===== src/rtl/fb_pkg.sv =====
// fb_pkg: shared defaults, pixel/coordinate types and clear-FSM states for the framebuffer writer
package fb_pkg;
  localparam int FB_SCREEN_W = 320;
  localparam int FB_SCREEN_H = 240;
  localparam int FB_COORD_W  = 16;
  localparam int FB_COLOR_W  = 12;
  localparam int FB_ADDR_W   = 17;
  typedef logic signed [FB_COORD_W-1:0] coord_t;
  typedef logic [FB_COLOR_W-1:0] color_t;
  typedef logic [FB_ADDR_W-1:0] fb_addr_t;
  typedef enum logic [1:0] {ST_IDLE, ST_DRAIN, ST_CLEAR} fb_state_t;
endpackage


===== src/rtl/fb_clip_addr.sv =====
// fb_clip_addr: two-stage clip + linear-address pipeline feeding the framebuffer write port
// Ports:
//   i_clk, i_rst                  clock, async active-high reset
//   i_valid, i_x, i_y, i_color    accepted point (signed coordinates)
//   i_ovr_we/addr/data            fill write, loaded into stage 2 when no point write is due
//   o_clip                        combinational: accepted point lies off-screen
//   o_s1_valid                    stage 1 occupied (FB_CLEAR_EN builds only)
//   o_we, o_addr, o_data          registered framebuffer write port; addr/data hold when idle
module fb_clip_addr import fb_pkg::*; #(
  parameter int SCREEN_W = FB_SCREEN_W,
  parameter int SCREEN_H = FB_SCREEN_H,
  parameter int COORD_W  = FB_COORD_W,
  parameter int COLOR_W  = FB_COLOR_W,
  parameter int ADDR_W   = FB_ADDR_W
) (
  input  logic                      i_clk,
  input  logic                      i_rst,
  input  logic                      i_valid,
  input  logic signed [COORD_W-1:0] i_x,
  input  logic signed [COORD_W-1:0] i_y,
  input  logic [COLOR_W-1:0]        i_color,
  input  logic                      i_ovr_we,
  input  logic [ADDR_W-1:0]         i_ovr_addr,
  input  logic [COLOR_W-1:0]        i_ovr_data,
  output logic                      o_clip,
`ifdef FB_CLEAR_EN
  output logic                      o_s1_valid,
`endif
  output logic                      o_we,
  output logic [ADDR_W-1:0]         o_addr,
  output logic [COLOR_W-1:0]        o_data
);
  logic in_range, s1_write;
  logic s1_valid_q, s1_in_q, we_q, we_d;
  logic [ADDR_W-1:0] s1_addr_q, s1_addr_d, addr_q, addr_d;
  logic [COLOR_W-1:0] s1_color_q, data_q, data_d;
  assign in_range = int'(i_x) >= 0 && int'(i_x) < SCREEN_W && int'(i_y) >= 0 && int'(i_y) < SCREEN_H;
  assign s1_addr_d = ADDR_W'(int'(i_y) * SCREEN_W + int'(i_x));
  assign o_clip = i_valid & ~in_range;
  assign s1_write = s1_valid_q & s1_in_q;
  // point writes win; the fill path only drives stage 2 when no point is in flight
  assign we_d = s1_write | i_ovr_we;
  assign addr_d = s1_write ? s1_addr_q : i_ovr_we ? i_ovr_addr : addr_q;
  assign data_d = s1_write ? s1_color_q : i_ovr_we ? i_ovr_data : data_q;
  always_ff @(posedge i_clk or posedge i_rst) begin
    if (i_rst) begin
      s1_valid_q <= 1'b0;
      s1_in_q <= 1'b0;
      s1_addr_q <= '0;
      s1_color_q <= '0;
      we_q <= 1'b0;
      addr_q <= '0;
      data_q <= '0;
    end else begin
      s1_valid_q <= i_valid;
      s1_in_q <= in_range;
      s1_addr_q <= s1_addr_d;
      s1_color_q <= i_color;
      we_q <= we_d;
      addr_q <= addr_d;
      data_q <= data_d;
    end
  end
`ifdef FB_CLEAR_EN
  assign o_s1_valid = s1_valid_q;
`endif
  assign o_we = we_q;
  assign o_addr = addr_q;
  assign o_data = data_q;
endmodule


===== src/rtl/framebuffer_writer.sv =====
// framebuffer_writer: clips screen-space points and writes them to a framebuffer BRAM, optional frame clear
// Ports:
//   i_clk, i_rst                         clock, async active-high reset
//   i_pt_valid/o_pt_ready                point handshake; i_pt_x, i_pt_y signed, i_pt_color
//   i_frame_start                        new-frame pulse (resets clip count; starts clear when enabled)
//   o_fb_we, o_fb_addr, o_fb_data        single BRAM write port
//   o_busy                               drain/clear in progress
//   o_clip_cnt                           saturating count of points discarded this frame
// Build option: define FB_CLEAR_EN to add the DRAIN/CLEAR sweep writing CLEAR_COLOR on each frame start.
module framebuffer_writer import fb_pkg::*; #(
  parameter int SCREEN_W = FB_SCREEN_W,
  parameter int SCREEN_H = FB_SCREEN_H,
  parameter int COORD_W  = FB_COORD_W,
  parameter int COLOR_W  = FB_COLOR_W,
  parameter int ADDR_W   = FB_ADDR_W,
  parameter logic [COLOR_W-1:0] CLEAR_COLOR = '0
) (
  input  logic                      i_clk,
  input  logic                      i_rst,
  input  logic                      i_pt_valid,
  output logic                      o_pt_ready,
  input  logic signed [COORD_W-1:0] i_pt_x,
  input  logic signed [COORD_W-1:0] i_pt_y,
  input  logic [COLOR_W-1:0]        i_pt_color,
  input  logic                      i_frame_start,
  output logic                      o_fb_we,
  output logic [ADDR_W-1:0]         o_fb_addr,
  output logic [COLOR_W-1:0]        o_fb_data,
  output logic                      o_busy,
  output logic [15:0]               o_clip_cnt
);
  logic accept, clip, clip_clr, ovr_we, rdy_q;
  logic [ADDR_W-1:0] ovr_addr;
  logic [15:0] clip_cnt_q, clip_cnt_d;
  assign accept = i_pt_valid & o_pt_ready;
  // held low through reset, first raised by the edge after release
  always_ff @(posedge i_clk or posedge i_rst) begin
    if (i_rst) rdy_q <= 1'b0;
    else rdy_q <= 1'b1;
  end
`ifdef FB_CLEAR_EN
  localparam int NPIX = SCREEN_W * SCREEN_H;
  logic s1_valid;
  fb_state_t state_q, state_d;
  always_ff @(posedge i_clk or posedge i_rst) begin
    if (i_rst) state_q <= ST_IDLE;
    else state_q <= state_d;
  end
  // the clear address lives in the output register itself: each fill write is o_fb_addr+1
  always_comb begin
    state_d = state_q;
    ovr_we = 1'b0;
    ovr_addr = '0;
    case (state_q)
      ST_IDLE: state_d = i_frame_start ? ST_DRAIN : ST_IDLE;
      ST_DRAIN: begin
        state_d = s1_valid ? ST_DRAIN : ST_CLEAR;
        ovr_we = ~s1_valid;
      end
      ST_CLEAR: begin
        ovr_we = i_frame_start || o_fb_addr != ADDR_W'(NPIX - 1);
        state_d = ovr_we ? ST_CLEAR : ST_IDLE;
        ovr_addr = i_frame_start ? '0 : o_fb_addr + ADDR_W'(1);
      end
      default: state_d = ST_IDLE;
    endcase
  end
  assign clip_clr = i_frame_start && state_q == ST_IDLE;
  assign o_pt_ready = rdy_q && state_q == ST_IDLE;
  assign o_busy = state_q != ST_IDLE;
`else
  assign ovr_we = 1'b0;
  assign ovr_addr = '0;
  assign clip_clr = i_frame_start;
  assign o_pt_ready = rdy_q;
  assign o_busy = 1'b0;
`endif
  assign clip_cnt_d = clip_clr ? '0 : (clip && clip_cnt_q != 16'hFFFF) ? clip_cnt_q + 16'd1 : clip_cnt_q;
  always_ff @(posedge i_clk or posedge i_rst) begin
    if (i_rst) clip_cnt_q <= '0;
    else clip_cnt_q <= clip_cnt_d;
  end
  assign o_clip_cnt = clip_cnt_q;
  fb_clip_addr #(
    .SCREEN_W(SCREEN_W), .SCREEN_H(SCREEN_H), .COORD_W(COORD_W), .COLOR_W(COLOR_W), .ADDR_W(ADDR_W)
  ) u_clip (
    .i_clk(i_clk),
    .i_rst(i_rst),
    .i_valid(accept),
    .i_x(i_pt_x),
    .i_y(i_pt_y),
    .i_color(i_pt_color),
    .i_ovr_we(ovr_we),
    .i_ovr_addr(ovr_addr),
    .i_ovr_data(CLEAR_COLOR),
    .o_clip(clip),
`ifdef FB_CLEAR_EN
    .o_s1_valid(s1_valid),
`endif
    .o_we(o_fb_we),
    .o_addr(o_fb_addr),
    .o_data(o_fb_data)
  );
endmodule


===== config.mk =====
export PLATFORM = sky130hd
export DESIGN_NAME = framebuffer_writer
export DESIGN_NICKNAME = d
export VERILOG_FILES = /design/src/rtl/fb_pkg.sv /design/src/rtl/fb_clip_addr.sv /design/src/rtl/framebuffer_writer.sv
export SDC_FILE = /design/constraint.sdc
export NUM_CORES = 1
export LEC_CHECK = 0
export CAP_MARGIN = 40
export CORE_ASPECT_RATIO = 0.75
export CORE_UTILIZATION = 30
export CTS_CLUSTER_SIZE = 10
export DETAILED_ROUTE_END_ITERATION = 10
export PLACE_DENSITY = 0.55
export SYNTH_ARGS = -nofsm -noshare
export SYNTH_HDL_FRONTEND = slang
export SYNTH_SLANG_ARGS = --single-unit

===== constraint.sdc =====
create_clock -name i_clk -period 3.6 [get_ports i_clk]
set_clock_uncertainty 0.15 [all_clocks]
set_input_delay 0.72 -clock i_clk [delete_from_list [all_inputs] [get_ports i_clk]]
set_output_delay 0.72 -clock i_clk [all_outputs]
set_load 0.1 [all_outputs]

### Yosys cells after proc, flatten, opt, wreduce, memory -nomap -nowiden

Cells that the tools add are included.

* add/sub/neg operators: 2
* multiply operators: 1
* $lt $le $gt $ge: 4
* equal/unequal tests: 1
* multiplexer cells: 2
* bitwise logic cells: 4
* reductions and logical operators: 5

Operator list (count)
* 16-bit by 1-bit >= comparator with 1-bit output (second input constant): 2
* 16-bit two-way mux: 2
* 17-bit by 16-bit adder with 17-bit output: 1
* 16-bit by 1-bit adder with 16-bit output (second input constant): 1
* 16-bit by 10-bit < comparator with 1-bit output (second input constant): 1
* 16-bit by 9-bit < comparator with 1-bit output (second input constant): 1
* 16-bit by 4-bit multiplier with 11-bit output (second input constant): 1
* 16-bit inequality test (second input constant): 1
* 1-bit logical AND: 4
* 1-bit AND: 3
* 2-bit nonzero test: 1
* 1-bit inverter: 1

* bits in registers: 78
* input port bits: 48

### Longest topological paths before layout

Gate-level depths: netlist of the first run.

* depth after elaboration: 9
* depth in mapped cells: 13
* gate-level depth less buffers: 13

### Modules after synthesis

From an unflattened synthesis of the first run, not the netlist that was laid out.

* cell total of the unflattened synthesis: 373
* area, all modules: 4025.1 um2

Modules (own cells, without submodules)
* fb_clip_addr: times used 1, cells an instance 273, area an instance 3032.9 um2
* framebuffer_writer: times used 1, cells an instance 100, area an instance 992.2 um2

### Least setup slack after synthesis of the first run

Ideal clock, no wire load.

* path kind: input to register
* start point: input port i_pt_y[1]
* end point: register u_clip.s1_addr_q[15]
* setup time: 0.134 ns
* arrival: 3.088 ns
* required time: 3.316 ns
* setup slack: 0.228 ns
* stages: 13
* buffers on the path: 0
* path through: ha_1 > ha_1 > fa_1 > a21o_1 > a21oi_1 > o21bai_1 > a21oi_1 > xnor2_1 > ha_1 > nand3b_1 > o21ai_0 > nor3_1 > o211ai_1

* cells in the longest elaborated chain, start to end: 2

RTL lines
* start, declared: line framebuffer_writer.sv:23 `input logic signed [COORD_W-1:0] i_pt_y,`
* 16-bit by 4-bit multiplier with 11-bit output: line fb_clip_addr.sv:38 `assign s1_addr_d = ADDR_W'(int'(i_y) * SCREEN_W + int'(i_x));`
* 17-bit by 16-bit adder with 17-bit output: line fb_clip_addr.sv:38
* via u_clip.s1_addr_d[15]: line fb_clip_addr.sv:35 `logic [ADDR_W-1:0] s1_addr_q, s1_addr_d, addr_q, addr_d;`
* end signal, assigned: line fb_clip_addr.sv:57 `s1_addr_q <= s1_addr_d;`
* end, declared: line fb_clip_addr.sv:35

The timed path passes the listed nets, and every way through them passes these cells.
A chain may end at the register's enable or synchronous reset.

### Worst setup path in the final report of the first run

* start point: input port i_pt_y[0]
* end point: register u_clip.s1_addr_q[15]

The elaborated chain is that of the path after synthesis.

==> impl_metrics.toml, run 1 <==
[status]
status = "finished clean"

[critical_path]
setup.worst_path.end_class = "flip-flop"
crit_buf_inv = 1
r2r-end = "o_clip_cnt[7]"
cp_data_required_time_ps = 3650
cp_common_cell = "ha_2"
critPathMaxStageDelay_ps = 440
cp-start-kind = "input port"
path_cells = "clkdlybuf4s50_1 -> ha_2 -> ha_2 -> fa_2 -> a21o_1 -> a21oi_2 -> o21bai_1 -> a21oi_1 -> xnor2_1 -> ha_1 -> nand3b_1 -> o21ai_0 -> nor3_1 -> o211ai_1"
setup.worst_path.class = "in2reg"
cp.arrival_ps = 3480
critPathTopFamily = "adder cells"
rr_startpoint = "o_clip_cnt[0]"
rrSetupSlack_ps = 1480
worstRegToRegCells = 6
slowest_stage = "clkdlybuf4s50_1"
cp_max_fo = 7

[timing]
slew_headroom = 0.567
tightest_slew_ps = 649
finalMaxSlewViolations = 0
totalNegativeSetupSlack_ps = 0
timing.final.ws_setup_ps = 174
grt_setup_unrepaired = "no"
hold_viol_final = 0
setup_violations = 0
finalCritPeriodShare = 0.952
max_freq_mhz = 292
min_period_ps = 3430

[pwr]
p_per_area_nw_per_um2 = 418
p_total_mw = 2.37
leakagePower_nw = 2.60
irDropWorstVdd_mv = 0.299

[finish]
nets = 529
drive_above_1_share = 0.300
fin_area_um2 = 5660
area_growth_pct = 49.4
diodes = 0
final_util = 0.460

[placed_design]
dp_hpwl_um = 6330
postPlaceCellArea_um2 = 5290
io_buffer_count = 94
dp_slack_ps = -438
gp_congestion = 0.790

[floorplan]
coreArea_um2 = 12300
num_io_pins = 96
die_area_um2 = 13100
start_util = 0.308
die_h_um = 99.4
die_w_um = 132
row_count = 35

[clock_network]
clkLatencyLatePin_ps = 330
clock-root-buffer = "clkbuf_16"
cts-hold-fix-buffers = 0
cts_tree = "built"
cts_max_level = 3
cts_buffers = 9
clk_pin_slew_ps = 60
cts_max_path_buffers = 2
cts_num_sinks = 78

[detailed_routing]
wire_per_inst_um = 13.2
drt_first_pass_iters = 5
drt_wl_total_um = 8250
drt_iter0_markers = 127
ant_nets = 0
vias_per_cell = 4.61
drc = 0
vias = 2874

[yosys]
ys_types = 50
synthTopCellsByCount = "78 x dfrtp_1, 31 x mux2_2, 27 x ha_1"
yosys.area.top_type_share = 0.515
ys_warn_count = 0
syn-num-nets = 388
async_flop_share = 1.00
ys_seq_area_frac = 0.515
ys_top_cells_by_area = "dfrtp_1 51%, mux2_2 9.2%, ha_1 8.9%, xnor2_1 3.2%, a21oi_1 2.6%"
syn_area_um2 = 3790
synth_edf_count = 0
synth.most_common_cell = "dfrtp_1"
ys_ff_latch = 78
syn-mean-instance-area_um2 = 12.2
synthFlopType = "dfrtp_1"
synthCells = 311
yosysTopAreaCell = "dfrtp_1"

[min_path]
hold_path_class = "reg2reg"
whs_endpoint = "u_clip.o_data[3]"
min-delay-start = "u_clip.s1_color_q[3]"
holdPathStages = 1

[grt]
grt_max_degree = 40
grt_pass1_wl_um = 13700
antenna_found_initial = 0
grt_overflow = 0
grt_usage = 0.135
grt_pass1_vias = 2807

[run]
drv_cap = 0
## power breakdown
part | total [mW] | internal, mW | switching (mW)
registers | 0.953 | 0.938 | 0.0145
logic | 0.448 | 0.235 | 0.213
clock network | 0.966 | 0.613 | 0.353
total | 2.37 | 1.79 | 0.580
## registers in the layout, indices dropped and copies added, names as in the netlist
signal / count
o_clip_cnt: 16
o_pt_ready: 1
u_clip.o_addr: 17
u_clip.o_data: 12
u_clip.o_we: 1
u_clip.s1_addr_q: 17
u_clip.s1_color_q: 12
u_clip.s1_in_q: 1
u_clip.s1_valid_q: 1
## worst register-to-register path: stages, from the launching register on
cell and delay, ps:
dfrtp_1 440, ha_1 300, nand4_1 200, o22ai_4 120, buf_4 210, or4_1 480, a21oi_1 150
## cell type report
cell class	instances	area, um^2
tap	166	208
timing repair buffer	140	1370
clock inverter	6	93.8
multi-input combinational	212	1770
fill	1126	6640
inverter	11	42.5
sequential	78	1950
clock buffer	10	229
## placed cells by master (no fill, tap or decap), types with 4 or more instances in the layout
master	netlist	routed
or4_1	9	9
nor4_1	4	4
nand3_1	9	9
inv_1	11	10
xnor2_1	14	14
buf_4	1	55
mux2_2	31	31
clkdlybuf4s50_1	0	62
o31ai_1	10	10
nor3_1	8	8
nand4_1	6	6
nor2_1	15	14
nor2b_1	7	7
ha_1	27	23
dfrtp_1	78	78
a21oi_1	20	19
buf_8	0	19
clkbuf_16	0	9
nand2_1	8	8
## worst max path at each step
stage                   start                   end  cells past startpoint
finish              i_pt_y[0]  u_clip.s1_addr_q[15]                     14
global route        i_pt_y[0]  u_clip.s1_addr_q[15]                     14
CTS                 i_pt_y[1]  u_clip.s1_addr_q[15]                     14
detailed placement  i_pt_y[3]  u_clip.s1_addr_q[15]                     14
global placement    i_pt_y[3]  u_clip.s1_addr_q[15]                     14
floorplan           i_pt_y[1]  u_clip.s1_addr_q[15]                     13
## through the flow
stage	hold WS [ps]	cells
5_1_grt	338	623
6_report	325	623
3_5_place_dp	314	606
2_1_floorplan	306	311
3_3_place_gp	308	587
4_1_cts	327	622
## per-layer routing
metal	global-route usage	part of all wire	wire, um
met4	0.0456	0.014	115
met1	0.181	0.49	4060
met3	0.0296	0.038	317
met5	0	0	0
met2	0.215	0.46	3760
## what timing repair did
action                                  4_1_cts  5_1_grt
gates resized for setup                       2        9
pin swaps                                     3        5
endpoints found under the setup margin        2        4
setup buffers                                 0        1
## logic make-up (layout without fill, tap and decap cells)
kind of cell | count (synthesis) | after routing | share of synthesized area
simple gates | 82 | 82 | 0.130
flops | 78 | 78 | 0.515
compound gates | 50 | 50 | 0.0914
mux | 32 | 32 | 0.0950
fa+ha+maj | 29 | 29 | 0.0997
buf+inv | 21 | 167 | 0.0277
xor+xnor | 17 | 17 | 0.0393
other cells | 2 | 2 | 0.00198
No activity file was read; power rests on OpenSTA's default activity.
==> inputs of run 2 (changes only) <==
--- a/config.mk
+++ b/config.mk
@@ -11,6 +11,7 @@
 export CTS_CLUSTER_SIZE = 10
 export DETAILED_ROUTE_END_ITERATION = 10
 export PLACE_DENSITY = 0.55
+export SKIP_LAST_GASP = 1
 export SYNTH_ARGS = -nofsm -noshare
 export SYNTH_HDL_FRONTEND = slang
 export SYNTH_SLANG_ARGS = --single-unit
==> results of run 2 <==
No change in the layout: final DEF, timing and power equal those of run 1.
==> inputs of run 3 (changes only) <==
--- a/config.mk
+++ b/config.mk
@@ -8,6 +8,8 @@
 export CAP_MARGIN = 40
 export CORE_ASPECT_RATIO = 0.75
 export CORE_UTILIZATION = 30
+export CTS_BUF_LIST = sky130_fd_sc_hd__clkbuf_4 sky130_fd_sc_hd__clkbuf_8
+export CTS_CLUSTER_DIAMETER = 40
 export CTS_CLUSTER_SIZE = 10
 export DETAILED_ROUTE_END_ITERATION = 10
 export PLACE_DENSITY = 0.55
==> run 3 against run 2 <==
Against the previous run:
- via count decreased by 0.45%
- sequential cell count stayed put
- cell count did not move
- sequential power barely moved
- worst hold slack improved by 3.5 ps
- maximum frequency is 0.86% lower
- critical path type unchanged
- highest routed layer unchanged
==> impl_metrics.toml, run 3 (same netlist as run 1, synthesis figures left out) <==
[critical_path]
cp_max_fo = 4
rr_startpoint = "o_clip_cnt[0]"
crit_path_end = "u_clip.s1_addr_q[15]"
setup.worst_path.class = "in2reg"
cp.arrival_ps = 3530
cp-start-kind = "input port"
rrSetupSlack_ps = 1470
worstRegToRegCells = 6
setup.worst_path.end_class = "flip-flop"
r2r-end = "o_clip_cnt[7]"
crit_start = "i_pt_y[4]"
cp_data_required_time_ps = 3670

[placed_design]
dp_hpwl_um = 6330
place_inst = 606
io_buffer_count = 94
gp_congestion = 0.790
postPlaceCellArea_um2 = 5290

[floorplan]
start_util = 0.308
die_h_um = 99.4
die_area_um2 = 13100
num_io_pins = 96
coreArea_um2 = 12300
die_w_um = 132
row_count = 35

[detailed_routing]
wire_per_inst_um = 13.2
drt_first_pass_iters = 4
drt_wl_total_um = 8250
drc = 0
drt_iter0_markers = 91
vias = 2861
vias_per_cell = 4.59
ant_nets = 0

[timing]
tightest_slew_ps = 651
finalCritPeriodShare = 0.960
min_period_ps = 3460
slew_headroom = 0.565
hold_viol_final = 0
grt_setup_unrepaired = "no"
setup_violations = 0
max_freq_mhz = 289
finalMaxSlewViolations = 0
totalNegativeSetupSlack_ps = 0

[pwr]
leakagePower_nw = 2.54
irDropWorstVdd_mv = 0.161
p_per_area_nw_per_um2 = 384
p_total_mw = 2.13

[clock_network]
cts_max_level = 3
cts_tree = "built"
cts_max_path_buffers = 2
clock-root-buffer = "clkbuf_8"
cts_buffers = 9
clkLatencyLatePin_ps = 350
cts-hold-fix-buffers = 0
clk_pin_slew_ps = 80
cts_num_sinks = 78

[grt]
grt_pass1_wl_um = 13800
grt_overflow = 0
grt_usage = 0.137
antenna_found_initial = 0
grt_max_degree = 40
grt_pass1_vias = 2830

[finish]
layout_commonest_cell = "dfrtp_1"
mostFrequentLayoutCells = "78 x dfrtp_1, 64 x clkdlybuf4s50_1, 55 x buf_4"
area_growth_pct = 46.3
fin_area_um2 = 5550
nets = 529
diodes = 0
finalNonFillerCells = 623
drive_above_1_share = 0.298
final_util = 0.451

[status]
status = "finished clean"

[run]
drv_cap = 0

[min_path]
hold_path_class = "reg2reg"
==> run 3: cell types whose count changed in the layout (fill, tap and decap cells not counted) <==
cell,delta
clkbuf_16,-9
clkbuf_8,+9
clkdlybuf4s50_1,+2
dlymetal6s2s_1,-2
ha_1,+2
clkbuf_1,-1
clkbuf_4,+1
ha_2,-1
ha_4,-1
==> run 3: routing by layer <==
metal / vias up / global-route usage / part of all wire
li1: 1409 / - / -
met1: 1367 / 0.181 / 0.49
met2: 76 / 0.216 / 0.45
met3: 9 / 0.0341 / 0.040
met4: 0 / 0.0537 / 0.015
met5: - / 0 / 0
==> run 3: critical path: stages <==
cell and delay, ps:
clkdlybuf4s50_1 460, buf_4 160, ha_1 300, ha_1 320
and3_1 170, a221o_1 350, nor2_2 110, xnor2_1 140
ha_1 300, nand3b_1 90, o21ai_0 80, nor3_1 200
o211ai_1 110
==> run 3: worst min-delay path by stage <==
| stage | startpoint | to | slack, ps | cells past startpoint |
|---|---|---|---|---|
| after global placement | u_clip.s1_color_q[2] | u_clip.o_data[2] | 310 | 1 |
| after detailed placement | u_clip.s1_color_q[4] | u_clip.o_data[4] | 310 | 1 |
| after CTS | u_clip.s1_addr_q[13] | u_clip.o_addr[13] | 330 | 1 |
| final | u_clip.s1_color_q[4] | u_clip.o_data[4] | 330 | 1 |
| after global routing | u_clip.s1_color_q[9] | u_clip.o_data[9] | 350 | 1 |
| after floorplan | u_clip.s1_addr_q[0] | u_clip.o_addr[0] | 310 | 1 |
==> run 3: final cells by class <==
| type | instances | area [um^2] |
|---|---|---|
| timing repair buffer | 140 | 1360 |
| sequential | 78 | 1950 |
| multi-input combinational | 212 | 1760 |
| clock buffer | 10 | 131 |
| clock inverter | 6 | 93.8 |
| fill | 1141 | 6760 |
| inverter | 11 | 42.5 |
| tap | 166 | 208 |
==> run 3: where the power goes <==
group | switching [mW] | internal [mW]
clock network | 0.327 | 0.404
registers | 0.0146 | 0.936
logic | 0.213 | 0.233
total | 0.554 | 1.57
==> run 3: through the flow <==
stage / hold WS, ps / setup WS, ps
2_1_floorplan: 306 / 228
3_5_place_dp: 314 / -438
5_1_grt: 346 / 19.3
3_3_place_gp: 308 / -382
6_report: 329 / 144
4_1_cts: 328 / 6.61
==> run 3: timing repair <==
action / CTS / global route
setup endpoints to repair: 2 / 2
endpoints found under the hold margin: 0 / 0
gates resized for setup: 2 / 5
setup buffers: 0 / 1
pin swaps: 1 / 5
